===== config.mk =====
export PLATFORM = sky130hd
export DESIGN_NAME = regfile_mp
export DESIGN_NICKNAME = d
export VERILOG_FILES = /design/src/rtl/regfile_mp.sv
export SDC_FILE = /design/constraint.sdc
export NUM_CORES = 1
export LEC_CHECK = 0
export BUFFER_PORTS_ARGS = -buffer_cell sky130_fd_sc_hd__buf_2
export CORE_UTILIZATION = 40
export CTS_BUF_LIST = sky130_fd_sc_hd__clkbuf_2
export CTS_CLUSTER_DIAMETER = 150
export CTS_CLUSTER_SIZE = 40
export DETAILED_ROUTE_END_ITERATION = 16
export PLACE_DENSITY = 0.62
export SETUP_SLACK_MARGIN = 0.5
export SLEW_MARGIN = 20
export SYNTH_ARGS = -nofsm -noshare
export SYNTH_HDL_FRONTEND = slang
export SYNTH_SLANG_ARGS = --single-unit

===== constraint.sdc =====
create_clock -name clk -period 5.1 [get_ports clk]
set_clock_uncertainty 0.1 [all_clocks]
set_input_delay 0.51 -clock clk [delete_from_list [all_inputs] [get_ports clk]]
set_output_delay 0.51 -clock clk [all_outputs]
set_load 0.02 [all_outputs]

===== src/rtl/regfile_mp.sv =====
// Parametrised multi-read-port register file with a built-in clear sequencer.
// Define REGFILE_BYPASS_EN to forward accepted same-cycle writes to the read ports.
module regfile_mp #(
    parameter int DATA_W   = 32,
    parameter int ADDR_W   = 5,
    parameter int NREAD    = 2,
    parameter int ZERO_REG = 1
) (
    input  logic                     clk,
    input  logic                     rst_n,
    input  logic                     clr_req,
    output logic                     ready,
    input  logic [NREAD*ADDR_W-1:0]  rd_addr,
    output logic [NREAD*DATA_W-1:0]  rd_data,
    input  logic                     wr_en,
    input  logic [ADDR_W-1:0]        wr_addr,
    input  logic [DATA_W-1:0]        wr_data
);

    localparam int unsigned DEPTH = 2 ** ADDR_W;

    typedef enum logic {
        CLEAR,
        IDLE
    } state_t;

    state_t            state;
    state_t            state_next;
    logic [ADDR_W-1:0] cnt;
    logic [ADDR_W-1:0] cnt_next;
    logic              clr_we;
    logic              wr_ok;

    logic [DATA_W-1:0] mem [DEPTH];

    assign ready = (state == IDLE);

    // Clear has priority over writes; register 0 never accepts a write when hard-wired.
    assign wr_ok = wr_en && ready && !clr_req &&
                   !((ZERO_REG != 0) && (wr_addr == '0));

    always_ff @(posedge clk) begin
        if (!rst_n) begin
            state <= CLEAR;
            cnt   <= '0;
        end else begin
            state <= state_next;
            cnt   <= cnt_next;
        end
    end

    always_comb begin
        state_next = state;
        cnt_next   = cnt;
        clr_we     = 1'b0;
        case (state)
            CLEAR: begin
                clr_we   = 1'b1;
                cnt_next = cnt + ADDR_W'(1);
                if (cnt == '1) begin
                    state_next = IDLE;
                end
            end
            IDLE: begin
                if (clr_req) begin
                    state_next = CLEAR;
                    cnt_next   = '0;
                end
            end
            default: begin
                state_next = CLEAR;
                cnt_next   = '0;
            end
        endcase
    end

    // Storage has no reset of its own; the sweep is what zeroes it.
    always_ff @(posedge clk) begin
        if (rst_n) begin
            if (clr_we) begin
                mem[cnt] <= '0;
            end else if (wr_ok) begin
                mem[wr_addr] <= wr_data;
            end
        end
    end

    always_comb begin
        logic [ADDR_W-1:0] ra;
        logic [DATA_W-1:0] val;
        rd_data = '0;
        for (int unsigned k = 0; k < NREAD; k++) begin
            ra  = rd_addr[k*ADDR_W +: ADDR_W];
            val = '0;
            if (ready && !((ZERO_REG != 0) && (ra == '0))) begin
                val = mem[ra];
            end
`ifdef REGFILE_BYPASS_EN
            if (wr_ok && (ra == wr_addr)) begin
                val = wr_data;
            end
`else
`endif
            rd_data[k*DATA_W +: DATA_W] = val;
        end
    end

endmodule


==> results.md <==
* Number of detailed-routing iterations run before antenna repair at 6
* Grt total ovfl at 0
* Highest-count cells in the layout ignoring fill and taps: sky130_fd_sc_hd__edfxtp_1 (1024), sky130_fd_sc_hd__mux2i_1 (517), sky130_fd_sc_hd__a22oi_1 (265)
* Areal power density over the cells at ~240 nW/µm²
* Routed vias at 31000
* Placeable core region at around 120000 µm²
* Final wirelength at about 160000 µm
* Num CTS Buffers at 29
* Combined area of all synthesized cells at 48400 µm²
* Drt drc at 0
* Worst Max-Slew Pin Slew at about 1.1 ns
* Max Buffers Root-to-Sink at 3
* Cell chosen for the clock root: sky130_fd_sc_hd__clkbuf_2
* Effective utilization at floorplan at about 40%
* Count of antenna-violating nets left after detailed routing at 0
* Critical Path AT at slightly below 4 ns
* GR Util All Layers at 26.2%
* Placed Instance Area at 51200 µm²
* Fin. max-slew vios at 0
* X dimension of the die at approximately 350 µm
* Syn nets at 2926
* Fraction of synthesis flops using an asynchronous set or reset pin at 0%
* Area overhead of the layout relative to synthesis at 8.20%
* Clock sink total at approximately 1000
* Amount of wire on met3 after detailed routing at roughly 19000 µm
* Post-Syn Instances at 2873
* Count of boundary I/O pins at 116
* Filler cell count at 10400
* Routability cong. at 0.885
* Max-cap check violation count at 0
* Cell with the biggest individual delay on the critical path: sky130_fd_sc_hd__dfxtp_4
* FF+latch count, synth at just over 1000
* Design Area, Final at around 52000 µm²
* Hold Fails Final Rpt at 0
* Maximum clock rate at ~220 MHz
* Via count of the first global-routing pass at 30600
* Kind of launch point of the worst setup path: flip-flop
* Maximum level of the CTS H-tree at 1
* Data required time of the critical path at approximately 4.5 ns
* Leading cell type in the layout, fill and taps excluded: sky130_fd_sc_hd__edfxtp_1
* Slowest Stage Delay on Critical Path at just over 0.5 ns
* Number of nets in the layout at 3031
* Post-route fraction of the period consumed by the critical path at roughly nine tenths
* Via density per instance at about 6.7
* Start-to-end type of the worst setup path: flip-flop to primary output
* EDFF count, synth at between 1000 and 1500
* 1st-iter DRT viols at roughly 4000
* Clock-pin slew of the registers on the worst-case setup and hold paths at 0.66 ns
* Primary flip-flop cell chosen by synthesis mapping: sky130_fd_sc_hd__edfxtp_1
* Vert. Die Dim at 350 µm
* Met1 wire length at between 60000 and 70000 µm
* Largest net degree at the start of global routing at between 100 and 150
* Uppermost layer routed: met5
* Status: finished clean
* Die outline area at 122000 µm²
* Final Util at about 44%
* Final min period at approximately 4.5 ns
* Static power due to leakage at 15.3 nW
* Total of buffers placed on input and output ports at about 120
* Drt wl/cell at around 35 µm
* Initial antenna violation count at 17
* Final-layout setup total negative slack at 0 ns
* Synth cell types at 54
* Mean instance size in the synthesized netlist at between 15 and 20 µm²
* Wire length of the first global-routing pass at between 200000 and 250000 µm
* Worst Path Buf+Inv at 3
* Routed length on met2 at roughly 75000 µm
* Number of warnings issued by yosys at 0
* Setup-failing EPs final at 0
* Maximum net fanout on the critical path at 24
* Clk_lat worst skew at between 1.5 and 2 ns
* Worst slew margin relative to its limit at between 20% and 30%
* Ratio of cells with drive above 1 in the final layout at 21.3%
* CTS tree: built
* Seq/Total Area, Yosys at between 60% and 70%
* Critical Path End Type: primary output
* Peak supply drop at about 190 µV
* # rows at 127
* Final HPWL DP at roughly 100000 µm
* Setup repair after global routing missed its margin: true
* Gate family responsible for the most delay along the worst path: buffers and inverters
* Min-delay worst type: input pin to flip-flop
* Critical Path, Cell by Cell: buf_4, nor4bb_4, buf_6, a22o_1, a31oi_2, nand4_1, buf_2
per-layer routing:
metal	vias to the layer above	global-route usage [%]
met5	-	0
met4	16	10.3
met3	364	5.70
met2	2208	41.1
met1	16300	35.6
li1	12100	-
Yosys cell counts (3+ instances only):
cell / n / area, µm²
sky130_fd_sc_hd__a211oi_1: 3 / 22.5
sky130_fd_sc_hd__a21oi_1: 54 / 270
sky130_fd_sc_hd__a22o_1: 33 / 289
sky130_fd_sc_hd__a22oi_1: 265 / 1990
sky130_fd_sc_hd__a31oi_1: 36 / 225
sky130_fd_sc_hd__a32oi_1: 5 / 43.8
sky130_fd_sc_hd__and2_1: 42 / 263
sky130_fd_sc_hd__and3_1: 23 / 144
sky130_fd_sc_hd__and4b_1: 5 / 50.1
sky130_fd_sc_hd__buf_1: 3 / 11.3
sky130_fd_sc_hd__buf_2: 94 / 470
sky130_fd_sc_hd__buf_4: 36 / 270
sky130_fd_sc_hd__buf_6: 15 / 169
sky130_fd_sc_hd__clkbuf_1: 85 / 319
sky130_fd_sc_hd__dfxtp_1: 6 / 120
sky130_fd_sc_hd__edfxtp_1: 1024 / 30700
sky130_fd_sc_hd__inv_1: 6 / 22.5
sky130_fd_sc_hd__mux2i_1: 517 / 5170
sky130_fd_sc_hd__mux4_2: 252 / 5680
sky130_fd_sc_hd__nand2_1: 62 / 233
sky130_fd_sc_hd__nand2b_1: 3 / 18.8
sky130_fd_sc_hd__nand3_1: 141 / 706
sky130_fd_sc_hd__nand4_1: 66 / 413
sky130_fd_sc_hd__nor2_1: 36 / 135
sky130_fd_sc_hd__nor2b_1: 12 / 75.1
sky130_fd_sc_hd__nor3_1: 10 / 50.1
sky130_fd_sc_hd__nor3b_1: 3 / 22.5
sky130_fd_sc_hd__o22ai_1: 3 / 18.8
area by class of cell:
type	count	area, µm²	share of cell area (%)
clock inverters	2	15.0	0.0287
well taps	1612	2020	3.86
repair buffers	307	2510	4.79
diodes	8	20.0	0.0383
inverters	6	22.5	0.0430
multi-input cells	1604	16700	31.8
clock buffers	40	200	0.383
flip-flops and latches	1030	30900	59.0
worst paths after layout:
path         depth (start not counted)  slack (ns)   startpoint          end
max                                  7        0.57        ready  rd_data[27]
min                                  3         0.1  wr_data[30]  mem[10][30]
max reg2reg                          7        0.89        ready   mem[7][19]
min reg2reg                          2        0.58       cnt[2]       cnt[2]
power breakdown:
| group | internal [mW] | switching [mW] | total (mW) |
|---|---|---|---|
| Combinational | 0.363 | 0.599 | 0.962 |
| Clock | 0.208 | 2.33 | 2.54 |
| Sequential | 9.26 | 0.0303 | 9.29 |
metrics by stage:
step	power (mW)	std cells	hold WS (ns)	setup slack, ns
2_1_floorplan	10.0	2873	0.480	0.645
3_3_place_gp	10.3	4482	0.538	1.26
3_5_place_dp	10.3	4483	0.535	1.19
4_1_cts	12.8	4587	0.0121	0.506
5_1_grt	13.0	4602	0.0232	0.468
6_report	12.8	4609	0.0970	0.574
logic make-up after synthesis:
group / count (synthesis) / share of synthesized area, %
AO/OA/AOI/OAI: 415 / 6.28
flip-flops: 1030 / 63.8
adder cells (fa/ha/maj): 2 / 0.0517
multiplexers: 771 / 22.5
AND/OR/NAND/NOR: 414 / 4.61
buffers and inverters: 241 / 2.66
state kept, by name, indices dropped and copies added (netlist names):
register,cells
mem,1024
ready,1
cnt,5
tightest hold or removal path, delay by kind of cell:
kind          cells  cell delay (ns)
buf+inv           2             0.71
simple gates      1             0.32
repair_timing:
| action | CTS | global route |
|---|---|---|
| hold endpoints to repair | 1607 | 312 |
| hold buffers | 53 | 12 |
| gates resized for setup | 17 | 3 |
| gates cloned | 2 | 0 |
| buffers inserted | 7 | 2 |
| endpoints found under the setup margin | 64 | 5 |
| pin swaps | 2 | 2 |
Power figures use the tool's default switching activity.
